==> src/rtl/vram_scheduler_if.sv <==
// Bus bundle for the video RAM scheduler: CPU request port and RAM port.
//
// Handshake: cpu_req is raised with cpu_we/cpu_addr/cpu_wdata and held
// unchanged until the single-cycle cpu_ack pulse; cpu_rdata is meaningful
// only in that ack cycle. A request still high in the cycle after cpu_ack
// is a new access. The RAM port is a plain single-port synchronous RAM:
// strobes and address apply in the current cycle, ram_rdata returns one
// cycle after ram_en.
interface vram_scheduler_if;
   logic        cpu_req;
   logic        cpu_we;
   logic [14:0] cpu_addr;
   logic [7:0]  cpu_wdata;
   logic        cpu_ack;
   logic [7:0]  cpu_rdata;
   logic        ram_en;
   logic        ram_we;
   logic [14:0] ram_addr;
   logic [7:0]  ram_wdata;
   logic [7:0]  ram_rdata;

   // Scheduler side
   modport slave (
      input  cpu_req, cpu_we, cpu_addr, cpu_wdata, ram_rdata,
      output cpu_ack, cpu_rdata, ram_en, ram_we, ram_addr, ram_wdata
   );

   // Environment side: the CPU and the RAM together
   modport master (
      output cpu_req, cpu_we, cpu_addr, cpu_wdata, ram_rdata,
      input  cpu_ack, cpu_rdata, ram_en, ram_we, ram_addr, ram_wdata
   );
endinterface

==> src/rtl/vram_scheduler.sv <==
// Video RAM scheduler: display byte fetches in fixed slots locked to the
// VGA counters, CPU accesses in the remaining cycles, and a 1-bpp pixel
// serialiser with sync signals delayed to stay aligned with the pixels.
module vram_scheduler #(
   parameter int H_START        = 80,
   parameter int BYTES_PER_LINE = 60,
   parameter int LINES          = 480,
   parameter int H_TOTAL        = 800,
   parameter int V_TOTAL        = 525
) (
   input  logic             clk,
   input  logic             rst_n,
   input  logic [9:0]       pixel_x,
   input  logic [9:0]       pixel_y,
   input  logic             video_active,
   input  logic             hsync_in,
   input  logic             vsync_in,
   vram_scheduler_if.slave  bus,
   output logic             pixel_on,
   output logic             hsync_out,
   output logic             vsync_out,
   output logic             active_out,
   output logic [0:0]       dbg_state_o
);

   localparam logic [0:0] ST_IDLE = 1'b0;
   localparam logic [0:0] ST_ACK  = 1'b1;

   // Fetch for group g runs 8 clocks ahead of that group's first pixel.
   localparam int FETCH_FIRST = H_START - 8;
   localparam int FETCH_LAST  = H_START - 8 + 8 * (BYTES_PER_LINE - 1);
   localparam int LOAD_LAST   = H_START + 8 * (BYTES_PER_LINE - 1);

   logic [0:0]  state_q, state_d;
   logic [14:0] line_base_q, line_base_d;
   logic        fetch_q;
   logic [7:0]  fetch_buf_q;
   logic [7:0]  sr_q;
   logic        pixel_on_q, hsync_q, vsync_q, active_q;

   logic        in_rows;
   logic [9:0]  fetch_off;
   logic [6:0]  fetch_group;
   logic        fetch_slot;
   logic [2:0]  load_phase;
   logic        load_cycle;
   logic        grant;
   logic [14:0] fetch_addr;

   assign in_rows     = pixel_y < 10'(LINES);
   assign fetch_off   = pixel_x - 10'(FETCH_FIRST);
   assign fetch_group = fetch_off[9:3];
   assign fetch_slot  = in_rows && (pixel_x >= 10'(FETCH_FIRST)) &&
                        (pixel_x <= 10'(FETCH_LAST)) && (fetch_off[2:0] == 3'd0);
   assign fetch_addr  = line_base_q + {8'd0, fetch_group};

   assign load_phase  = pixel_x[2:0] - H_START[2:0];
   assign load_cycle  = in_rows && (pixel_x >= 10'(H_START)) &&
                        (pixel_x <= 10'(LOAD_LAST)) && (load_phase == 3'd0);

   // The CPU only gets the RAM in idle, non-fetch cycles; the ack cycle never grants.
   assign grant = rst_n && (state_q == ST_IDLE) && bus.cpu_req && !fetch_slot;

   // RAM port mux: fetch wins, otherwise a granted CPU access; silent in reset.
   always_comb begin
      bus.ram_en    = 1'b0;
      bus.ram_we    = 1'b0;
      bus.ram_addr  = '0;
      bus.ram_wdata = '0;
      if (rst_n) begin
         if (fetch_slot) begin
            bus.ram_en   = 1'b1;
            bus.ram_addr = fetch_addr;
         end else if (grant) begin
            bus.ram_en    = 1'b1;
            bus.ram_we    = bus.cpu_we;
            bus.ram_addr  = bus.cpu_addr;
            bus.ram_wdata = bus.cpu_wdata;
         end
      end
   end

   // CPU handshake outputs: read data passes straight through from the RAM.
   always_comb begin
      bus.cpu_ack   = (state_q == ST_ACK);
      bus.cpu_rdata = (state_q == ST_ACK) ? bus.ram_rdata : 8'h00;
   end

   // Arbitration FSM next state: a grant always leads to exactly one ack cycle.
   always_comb begin
      state_d = ST_IDLE;
      if ((state_q == ST_IDLE) && grant) state_d = ST_ACK;
   end

   // Row base address: stepped by one row per line, rewound at frame end.
   always_comb begin
      line_base_d = line_base_q;
      if (pixel_x == 10'(H_TOTAL - 1)) begin
         if (pixel_y == 10'(V_TOTAL - 1))    line_base_d = '0;
         else if (pixel_y < 10'(LINES - 1))  line_base_d = line_base_q + 15'(BYTES_PER_LINE);
      end
   end

   // Control state: FSM, row base and the fetch-capture flag.
   always_ff @(posedge clk or negedge rst_n) begin
      if (!rst_n) begin
         state_q     <= ST_IDLE;
         line_base_q <= '0;
         fetch_q     <= 1'b0;
      end else begin
         state_q     <= state_d;
         line_base_q <= line_base_d;
         fetch_q     <= fetch_slot;
      end
   end

   // Capture the fetched byte in the cycle after its slot.
   always_ff @(posedge clk or negedge rst_n) begin
      if (!rst_n)       fetch_buf_q <= '0;
      else if (fetch_q) fetch_buf_q <= bus.ram_rdata;
   end

   // Pixel serialiser, MSB first, blanked outside the active window.
   always_ff @(posedge clk or negedge rst_n) begin
      if (!rst_n) begin
         sr_q       <= '0;
         pixel_on_q <= 1'b0;
      end else if (load_cycle) begin
         sr_q       <= {fetch_buf_q[6:0], 1'b0};
         pixel_on_q <= video_active & fetch_buf_q[7];
      end else begin
         sr_q       <= {sr_q[6:0], 1'b0};
         pixel_on_q <= video_active & sr_q[7];
      end
   end

   // Sync and active delayed one cycle to line up with pixel_on.
   always_ff @(posedge clk or negedge rst_n) begin
      if (!rst_n) begin
         hsync_q  <= 1'b0;
         vsync_q  <= 1'b0;
         active_q <= 1'b0;
      end else begin
         hsync_q  <= hsync_in;
         vsync_q  <= vsync_in;
         active_q <= video_active;
      end
   end

   assign pixel_on    = pixel_on_q;
   assign hsync_out   = hsync_q;
   assign vsync_out   = vsync_q;
   assign active_out  = active_q;
   assign dbg_state_o = state_q;

endmodule

==> src/flat_wrapper.sv <==
// flat-port wrapper written by rule: the top's interface ports become plain ports
module vram_scheduler_flat 
#(
   parameter int H_START        = 80,
   parameter int BYTES_PER_LINE = 60,
   parameter int LINES          = 480,
   parameter int H_TOTAL        = 800,
   parameter int V_TOTAL        = 525
)
  (clk, rst_n, pixel_x, pixel_y, video_active, hsync_in, vsync_in, pixel_on, hsync_out, vsync_out, active_out, dbg_state_o, bus_cpu_req, bus_cpu_we, bus_cpu_addr, bus_cpu_wdata, bus_ram_rdata, bus_cpu_ack, bus_cpu_rdata, bus_ram_en, bus_ram_we, bus_ram_addr, bus_ram_wdata);
  vram_scheduler_if bus_i ();
  input  logic clk;
  input  logic rst_n;
  input  logic [9:0] pixel_x;
  input  logic [9:0] pixel_y;
  input  logic video_active;
  input  logic hsync_in;
  input  logic vsync_in;
  output logic pixel_on;
  output logic hsync_out;
  output logic vsync_out;
  output logic active_out;
  output logic [0:0] dbg_state_o;
  input wire logic [$bits(bus_i.cpu_req)-1:0] bus_cpu_req;
  input wire logic [$bits(bus_i.cpu_we)-1:0] bus_cpu_we;
  input wire logic [$bits(bus_i.cpu_addr)-1:0] bus_cpu_addr;
  input wire logic [$bits(bus_i.cpu_wdata)-1:0] bus_cpu_wdata;
  input wire logic [$bits(bus_i.ram_rdata)-1:0] bus_ram_rdata;
  output wire logic [$bits(bus_i.cpu_ack)-1:0] bus_cpu_ack;
  output wire logic [$bits(bus_i.cpu_rdata)-1:0] bus_cpu_rdata;
  output wire logic [$bits(bus_i.ram_en)-1:0] bus_ram_en;
  output wire logic [$bits(bus_i.ram_we)-1:0] bus_ram_we;
  output wire logic [$bits(bus_i.ram_addr)-1:0] bus_ram_addr;
  output wire logic [$bits(bus_i.ram_wdata)-1:0] bus_ram_wdata;
  assign bus_i.cpu_req = bus_cpu_req;
  assign bus_i.cpu_we = bus_cpu_we;
  assign bus_i.cpu_addr = bus_cpu_addr;
  assign bus_i.cpu_wdata = bus_cpu_wdata;
  assign bus_i.ram_rdata = bus_ram_rdata;
  assign bus_cpu_ack = bus_i.cpu_ack;
  assign bus_cpu_rdata = bus_i.cpu_rdata;
  assign bus_ram_en = bus_i.ram_en;
  assign bus_ram_we = bus_i.ram_we;
  assign bus_ram_addr = bus_i.ram_addr;
  assign bus_ram_wdata = bus_i.ram_wdata;
  vram_scheduler #(.H_START(H_START), .BYTES_PER_LINE(BYTES_PER_LINE), .LINES(LINES), .H_TOTAL(H_TOTAL), .V_TOTAL(V_TOTAL)) u_core (.clk(clk), .rst_n(rst_n), .pixel_x(pixel_x), .pixel_y(pixel_y), .video_active(video_active), .hsync_in(hsync_in), .vsync_in(vsync_in), .bus(bus_i), .pixel_on(pixel_on), .hsync_out(hsync_out), .vsync_out(vsync_out), .active_out(active_out), .dbg_state_o(dbg_state_o));
endmodule
==> config.mk <==
export PLATFORM = sky130hd
export DESIGN_NAME = vram_scheduler_flat
export DESIGN_NICKNAME = d
export VERILOG_FILES = /design/src/rtl/vram_scheduler_if.sv /design/src/rtl/vram_scheduler.sv /design/src/flat_wrapper.sv
export SDC_FILE = /design/constraint.sdc
export NUM_CORES = 1
export LEC_CHECK = 0
export ABC_AREA = 1
export CAP_MARGIN = 20
export CELL_PAD_IN_SITES_DETAIL_PLACEMENT = 0
export CELL_PAD_IN_SITES_GLOBAL_PLACEMENT = 1
export CORE_ASPECT_RATIO = 0.9
export CORE_MARGIN = 1
export CORE_UTILIZATION = 33
export CTS_BUF_LIST = sky130_fd_sc_hd__clkbuf_4
export DETAILED_ROUTE_END_ITERATION = 10
export PLACE_DENSITY = 0.87
export RECOVER_POWER = 25
export REMOVE_ABC_BUFFERS = 1
export SLEW_MARGIN = 30
export SYNTH_ARGS = -nofsm -noshare
export SYNTH_HDL_FRONTEND = slang
export SYNTH_SLANG_ARGS = --single-unit
==> constraint.sdc <==
create_clock -name clk -period 5.6 [get_ports clk]
set_clock_uncertainty 0.05 [all_clocks]
set_input_delay 1.68 -clock clk [delete_from_list [all_inputs] [get_ports clk]]
set_output_delay 1.68 -clock clk [all_outputs]
set_load 0.1 [all_outputs]
Word-level counts from Yosys, hierarchy flattened
Cells that the tools add are included.
{ "totals": {"regBits": 37, "inputBits": 58, "out_inout_bits": 39, "wordCells": 56} }
{ "classes": {"addsub": 3, "magnitude_cmp": 6, "n_eq_ne": 2, "n_mux": 18, "n_bitwise": 3, "reduce_logical": 15} }
{ "ops": {"columns": ["cell", "n"], "rows": [
  ["2-to-1 mux 15 bit", 5],
  ["2-to-1 mux 8 bit", 5],
  ["== test 10 bit, second input constant", 2],
  [">= comparator 10 x 7 -> 1 bit, second input constant", 2],
  ["<= comparator 10 bit, second input constant", 2],
  ["< comparator 10 x 9 -> 1 bit, second input constant", 2],
  ["adder 15 x 6 -> 15 bit, second input constant", 1],
  ["adder 15 x 7 -> 15 bit", 1],
  ["logical AND 1 bit", 10],
  ["subtractor 10 x 7 -> 10 bit, second input constant", 1],
  ["2-to-1 mux 1 bit", 8],
  ["logical NOT 3 bit", 2],
  ["AND 1 bit", 2],
  ["AND reduction 2 bit", 1],
  ["nonzero test 2 bit", 1],
  ["logical NOT 1 bit", 1],
  ["NOT 1 bit", 1]
]} }

Longest topological paths before layout
{ "depth": {"word_depth": 9, "ltp_mapped": 17, "depth_no_buf": 17} }

Least setup slack after synthesis
Ideal clock, no wire load.
{ "synth_path": {"path_kind": "in2out", "startpoint": "input pixel_x[3]", "endpoint": "output bus_ram_addr[14]", "arrival_time_ps": 4461, "required_ps": 3870, "slack_ps": -591, "cell_stages": 15, "path_buffers": 0, "path_cell_list": "inv_1 > ha_1 > nand2_1 > nand2_1 > nand2_1 > xnor2_1 > ha_1 > nand2_1 > nor2_1 > inv_1 > nor2_1 > nand2_1 > a21oi_1 > nor2_1 > nor2_1"} }
{ "synth_between": {"elab_chain_len": 9, "elab_cells_between_ends": 12, "classes_between": "2 x add/sub; 2 x order compare; 3 x mux; 5 x reduce/logical"} }
{ "synth_lines": {"columns": ["item", "line_no", "text"], "rows": [
  ["start, declared", "flat_wrapper.sv:14", "input logic [9:0] pixel_x;"],
  ["branches (longest 7 deep; another with adder 15 x 7 -> 15 bit)", null, null],
  ["2-to-1 mux 15 bit *", "vram_scheduler.sv:71", "if (fetch_slot) begin"],
  ["2-to-1 mux 15 bit *", "vram_scheduler.sv:70", "if (rst_n) begin"],
  ["end, declared", "flat_wrapper.sv:33", "output wire logic [$bits(bus_i.ram_addr)-1:0] bus_ram_addr;"]
]} }
Mark *: on every way between the ends.

Worst setup path in the final report
{ "layout_path": {"startpoint": "input pixel_x[3]", "endpoint": "output bus_ram_addr[6]"} }
Same word-level chain as after synthesis.

==> flow_metrics.env <==
export IMPL_status="finished, final reports clean"
export IMPL_wl_per_cell_um=12.1
export IMPL_hp_class="flop to flop"
export IMPL_worstPathArrival_ps=3750
export IMPL_max_slew_worst_pin_slew_ps=977
export IMPL_setup_viol=0
export IMPL_min_to="u_core.sr_q[2]"
export IMPL_grt_overflow=0
export IMPL_antenna_left=0
export IMPL_leakagePower_nw=2.47
export IMPL_ir_worst_vdd_uv=99.1
export IMPL_core_rowCount=32
export IMPL_finalCriticalPeriod_ps=5480
export IMPL_grt_use_total_pct=20.1
export IMPL_area_growth_pct=57.9
export IMPL_cts_path_max_buffers=2
export IMPL_dp_cells=722
export IMPL_drt_first_iter_violations=129
export IMPL_drcViolationCount=0
export IMPL_netlist_area_leader_share_pct=28.1
export IMPL_diodes=0
export IMPL_crit_type="input port to primary output"
export IMPL_synth_edf_count=0
export IMPL_cts_tree="yes"
export IMPL_nets=687
export IMPL_use_met1_pct=26.6
export IMPL_yosysWarningCount=0
export IMPL_reg2reg_slack_ps=3960
export IMPL_avgSynthCellArea_um2=6.22
export IMPL_grt_max_degree=25
export IMPL_finalSetupTns_ps=0
export IMPL_slew_headroom_pct=34.6
export IMPL_grt_pass1_vias=3329
export IMPL_holdBufCountCts=0
export IMPL_cp_data_required_time_ps=3870
export IMPL_holdWs_ps=415
export IMPL_hp_start="u_core.sr_q[1]"
export IMPL_max_stage_delay_ps=330
export IMPL_whs_path_depth=2
export IMPL_dr_pass1_iters=5
export IMPL_seqPwrFrac_pct=33.9
export IMPL_cts_clk_slew_worst_paths_ps=110
export IMPL_ys_top_cells_by_area="dfrtp_1, nand2_1, inv_1"
export IMPL_cts_root_buf="clkbuf_4"
export IMPL_cap_violations=0
export IMPL_p_int_mw=0.525
export IMPL_grt_pass1_wl_mm=15.1
export IMPL_powerDensity_mw_per_mm2=170
export IMPL_synth_area_mm2=0.00303
export IMPL_combinationalPowerShare_pct=37.4
export IMPL_synthDistinctLibCells=33
export IMPL_start_util_pct=34.7
export IMPL_antenna_found_initial=0
export IMPL_vias_per_cell=4.59
export IMPL_cts_buffers_inserted=5
export IMPL_clkSinkCount=34
export IMPL_postSynth_asyncResetShare_pct=100
export IMPL_crit_slowest_cell="ha_1"
export IMPL_fin_crit_sh_pct=97.8
export IMPL_insertion_delay_ps=350
export IMPL_ys_flop_type="dfrtp_1"
export IMPL_top_usage_layer="met2"
export IMPL_timing_rr_start="u_core.line_base_q[2]"
export IMPL_core_area_mm2=0.00873
export IMPL_r2r_cells=8
export IMPL_yosysMostFrequentCell="nand2_1"
export IMPL_final_max_slew_violation_count=0
export IMPL_die_w_um=103
export IMPL_end_kind="primary output"
export IMPL_portBuffers=96
export IMPL_path_max_fanout=3
export IMPL_clockPowerShare_pct=28.7
export IMPL_ios=97
export IMPL_finalPower_mw=0.814
export IMPL_via_count=3380
export IMPL_synth_top_cells_by_count="nand2_1, inv_1, nor2_1"
export IMPL_drive_gt1_share_pct=23.5
export IMPL_worstPathCellList="clkbuf_2 > inv_2 > ha_4 > nand2_1 > nand2_2 > buf_4 > xor2_2 > ha_1 > nand2_2 > inv_1 > nand2_1 > nand3_1 > buf_4 > xor2_1 > nand2_1 > nand2_1 > buf_12"
export IMPL_power_switching_mw=0.289
export IMPL_synth_top_area_cell="dfrtp_1"
export IMPL_instances_no_fill=737
export IMPL_drt_wl_total_mm=8.94
export IMPL_critPathLaunchType="input port"
export IMPL_die_h_um=92.9
export IMPL_rsz0062_at_grt="yes"
export IMPL_grt_use_met3_pct=2.94
export IMPL_use_met2_pct=33.2
export IMPL_ys_ff_latch=34
export IMPL_dp_hpwl_mm=7.25
export IMPL_htree_num_levels=2
export IMPL_gp_congestion=0.912
export IMPL_hold_violations=0
export IMPL_regToRegEndpoint="u_core.line_base_q[8]"
export IMPL_die_area_mm2=0.00957
export IMPL_syn_inst=487
export IMPL_yosysSeqAreaShare_pct=28.1
export IMPL_timing_fmax_mhz=183
export IMPL_timing_critical_path_mode_cell="nand2_1"
export IMPL_p_sw_share_pct=35.5
[state kept, by name, indices dropped and copies added, names as in the netlist]
signal and flops:
u_core.active_out 1, u_core.bus.cpu_ack 1, u_core.fetch_buf_q 8, u_core.fetch_q 1, u_core.hsync_out 1, u_core.line_base_q 13, u_core.pixel_on 1, u_core.sr_q 7
u_core.vsync_out 1
[cell usage in the layout, fill, tap and decap left out, types with 3 or more instances in the layout]
master           instances
buf_12                  25
o21ai_0                 15
a21oi_2                  5
nor2_2                   9
inv_2                    6
dlygate4sd2_1            3
clkbuf_2                 3
nor2_1                  47
nand2_1                158
clkdlybuf4s50_1         56
nor2_4                   4
a21oi_1                  3
dfrtp_1                 34
xor2_1                   8
o21ai_2                 11
ha_1                    10
nand4_1                  5
o21ai_1                  7
nand3_1                 39
clkbuf_4                 5
buf_4                   41
nand2_2                 17
inv_1                   76
[stage by stage]
| stage | worst slack, ps | util (%) | cell area (um2) |
|---|---|---|---|
| floorplan | -591 | - | 2970 |
| global placement | -276 | 51.8 | 4520 |
| detailed placement | -323 | 51.8 | 4520 |
| CTS | 15.0 | 54.5 | 4750 |
| global route | -33.2 | 54.8 | 4780 |
| finish | 123 | 54.8 | 4780 |
[metal layers]
layer,wire length (um),vias up
li1,-,1757
met3,411,18
met1,4190,1501
met4,216,0
met5,0,-
met2,4120,104
[worst max-delay path: cells and delay by family]
family        cells  cell delay, ps
xor+xnor          2             270
fa+ha+maj         2             490
buf+inv           6             670
simple gates      7             640
[how the worst max path moves through the flow]
stage | from | endpoint | slack [ps]
6_report | pixel_x[3] | bus_ram_addr[6] | 120
5_1_grt | pixel_x[4] | bus_ram_addr[6] | -30
4_1_cts | pixel_x[4] | bus_ram_addr[8] | 10
3_5_place_dp | pixel_x[3] | bus_ram_addr[13] | -320
3_3_place_gp | pixel_x[3] | bus_ram_addr[13] | -280
2_1_floorplan | pixel_x[3] | bus_ram_addr[14] | -590
[kinds of logic after synthesis]
kind of cell,synth area share [%]
other,0.124
XOR/XNOR,3.47
flip-flops,28.1
buffers and inverters,12.3
AND/OR/NAND/NOR,41.4
AO/OA/AOI/OAI,9.66
adder cells (fa/ha/maj),4.95
[timing repair]
| item | 4_1_cts | 5_1_grt |
|---|---|---|
| endpoints found under the setup margin | 12 | 14 |
| pin swaps | 12 | 8 |
| buffers inserted | 5 | 2 |
| resized for setup | 34 | 16 |
[power by group through the flow]
stage | registers [mW] | clock network, mW | logic (mW)
finish | 0.276 | 0.234 | 0.304
global route | 0.279 | 0.250 | 0.327
CTS | 0.276 | 0.240 | 0.303
detailed placement | 0.281 | 0 | 0.293
global placement | 0.280 | 0 | 0.290
floorplan | 0.296 | 0 | 0.150
[layout make-up]
type / instances / area [um2]
clock buffers: 5 / 37.5
clock inverters: 3 / 68.8
fillers: 863 / 3940
inverters: 82 / 308
multi-input cells: 362 / 1930
flip-flops and latches: 34 / 851
well taps: 119 / 149
repair buffers: 132 / 1440
No activity file was read; power rests on OpenSTA's default activity.
==> edit: new RTL, same settings <==
Reset style: synchronous (`rst_n`), changed in 4 clocked blocks.
--- a/src/rtl/vram_scheduler.sv
+++ b/src/rtl/vram_scheduler.sv
@@ -102,7 +102,7 @@
    end
 
    // Control state: FSM, row base and the fetch-capture flag.
-   always_ff @(posedge clk or negedge rst_n) begin
+   always_ff @(posedge clk) begin
       if (!rst_n) begin
          state_q     <= ST_IDLE;
          line_base_q <= '0;
@@ -115,13 +115,13 @@
    end
 
    // Capture the fetched byte in the cycle after its slot.
-   always_ff @(posedge clk or negedge rst_n) begin
+   always_ff @(posedge clk) begin
       if (!rst_n)       fetch_buf_q <= '0;
       else if (fetch_q) fetch_buf_q <= bus.ram_rdata;
    end
 
    // Pixel serialiser, MSB first, blanked outside the active window.
-   always_ff @(posedge clk or negedge rst_n) begin
+   always_ff @(posedge clk) begin
       if (!rst_n) begin
          sr_q       <= '0;
          pixel_on_q <= 1'b0;
@@ -135,7 +135,7 @@
    end
 
    // Sync and active delayed one cycle to line up with pixel_on.
-   always_ff @(posedge clk or negedge rst_n) begin
+   always_ff @(posedge clk) begin
       if (!rst_n) begin
          hsync_q  <= 1'b0;
          vsync_q  <= 1'b0;
Function: differs if rst_n is asserted again (counterexample within 4 cycles, from zero or initial values and one cycle with rst_n low); with rst_n held inactive, the same outputs for 10 cycles.
==> edit against the unedited design <==
Routed wire length fell by 0.82%. Total power down 8.3%. Highest routed layer unchanged. Area after synthesis is 3.2% lower. Critical path depth decreased by 1. Die area down 3.1%. Sequential cell count is the same. Setup slack better by 0.014 ns. Global-route usage is 0.47 points higher. Largest power group unchanged. Count of clock-buffer cells in the layout did not move. Sequential power decreased by 11%. Final area is 0.60% lower.
==> edit: results (changes against the unedited design) <==
metric;value;unit;change
report.final.slew_viol_count;0;;unchanged
synth_ff_type;dfxtp_1;;was dfrtp_1
status;completed;;unchanged
grt_pass1_wl;15400;µm;was 15100 µm
cts_root_buffer;clkbuf_4;;unchanged
stdcell_count;761;;was 737
antenna_found_initial;0;;unchanged
cts_buffers;5;;unchanged
async_reset_ff_frac;0;;was 1.00
pre_cts_slack;-0.395;ns;was -0.323 ns
slew-limit-headroom;0.350;;was 0.346
insertion_delay;0.35;ns;about the same
yosysWarnings;0;;unchanged
drt_iter0_markers;132;;was 129
cts-resized-gates;33;;was 34
slowest_delay;0.30;ns;was 0.33 ns
routabilityCongestion;0.891;;was 0.912
ys_seq_area_frac;0.232;;was 0.281
cp_max_fo;6;;was 3
crit_slowest_cell;ha_1;;unchanged
dp_cells;748;;was 722
place_hpwl;7080;µm;was 7250 µm
htree_levels;2;;unchanged
irDropWorstVdd;0.118;mV;was 0.0991 mV
post-cts-setup-buffers;4;;was 5
hp-class;reg -> reg;;unchanged
antenna_cells;0;;unchanged
yosys-top-cells-count;nand2_1 (155), nor2_1 (77), inv_1 (73), nand3_1 (46);;was nand2_1 (169), inv_1 (79), nor2_1 (56), nand3_1 (40), dfrtp_1 (34)
port_buffers;96;;unchanged
vias;3476;;was 3380
crit_family;simple AND/OR/NAND/NOR gates;;was buffers and inverters
power.leakage;2.30;nW;was 2.47 nW
dr.pass1.iters;4;;was 5
grt_usage;0.205;;was 0.201
synth.distinct_cells;31;;was 33
drive_above_1_share;0.217;;was 0.235
largestRegisters;u_core.line_base_q x13, u_core.fetch_buf_q x8, u_core.sr_q x7;;unchanged
wl;8860;µm;was 8940 µm
cts.path.max_buffers;2;;unchanged
path_clk_slew;0.11;ns;about the same
arrival;3.73;ns;was 3.75 ns
synth_area_per_cell;5.74;µm²;was 6.22 µm²
ant_nets;0;;unchanged
synth_area_leaders;dfxtp_1 (23%), nand2_1 (20%), nor2_1 (9.9%), inv_1 (9.3%), nand3_1 (7.8%);;was dfrtp_1 (28%), nand2_1 (21%), inv_1 (9.8%), nor2_1 (6.9%), nand3_1 (6.6%)
final_nets;711;;was 687
grt_max_degree;22;;was 25
## edit: cell type report
| type | count | area [µm²] |
|---|---|---|
| inverters | 78 | 295 |
| repair buffers | 136 | 1500 |
| multi-input cells | 386 | 2030 |
| clock inverters | 3 | 63.8 |
| clock buffers | 5 | 37.5 |
| well taps | 119 | 149 |
| flip-flops and latches | 34 | 681 |
| fillers | 840 | 3850 |
## edit: worst paths after layout
| kind | start | end | slack [ns] | cells after the start |
|---|---|---|---|---|
| worst max-delay path | pixel_x[7] | bus_ram_addr[10] | 0.14 | 16 |
| worst min-delay path | u_core.fetch_buf_q[4]$_SDFFE_PN0P_ | u_core.fetch_buf_q[4]$_SDFFE_PN0P_ | 0.41 | 2 |
| worst max register to register | u_core.line_base_q[10]$_SDFFE_PN0P_ | u_core.line_base_q[14]$_SDFFE_PN0P_ | 3.90 | 8 |
| worst min register to register | u_core.fetch_buf_q[4]$_SDFFE_PN0P_ | u_core.fetch_buf_q[4]$_SDFFE_PN0P_ | 0.41 | 2 |
## edit: power breakdown
group | total, mW | internal, mW | switching, mW | leakage, nW
sequential | 0.247 | 0.245 | 0.00184 | 0.275
clock | 0.227 | 0.138 | 0.0890 | 0.0528
combinational | 0.273 | 0.109 | 0.164 | 1.97
total | 0.747 | 0.492 | 0.255 | 2.30
## edit: metrics by stage
step                setup TNS [ns]  area (µm²)
floorplan                    -5.68        2850
global placement             -2.67        4450
detailed placement           -3.26        4460
CTS                              0        4650
global route               -0.0146        4760
finish                           0        4760
## edit: logic make-up after synthesis
kind of cell	share of synthesized area
compound gates	0.0985
xor+xnor	0.0328
fa+ha+maj	0.0512
buf+inv	0.130
flops	0.232
other cells	0.00128
simple gates	0.455
## edit: metal layers
metal  track usage  wire length, µm
met3        0.0385              476
met2         0.350             4120
met4        0.0483               69
met5             0                0
met1         0.264             4200
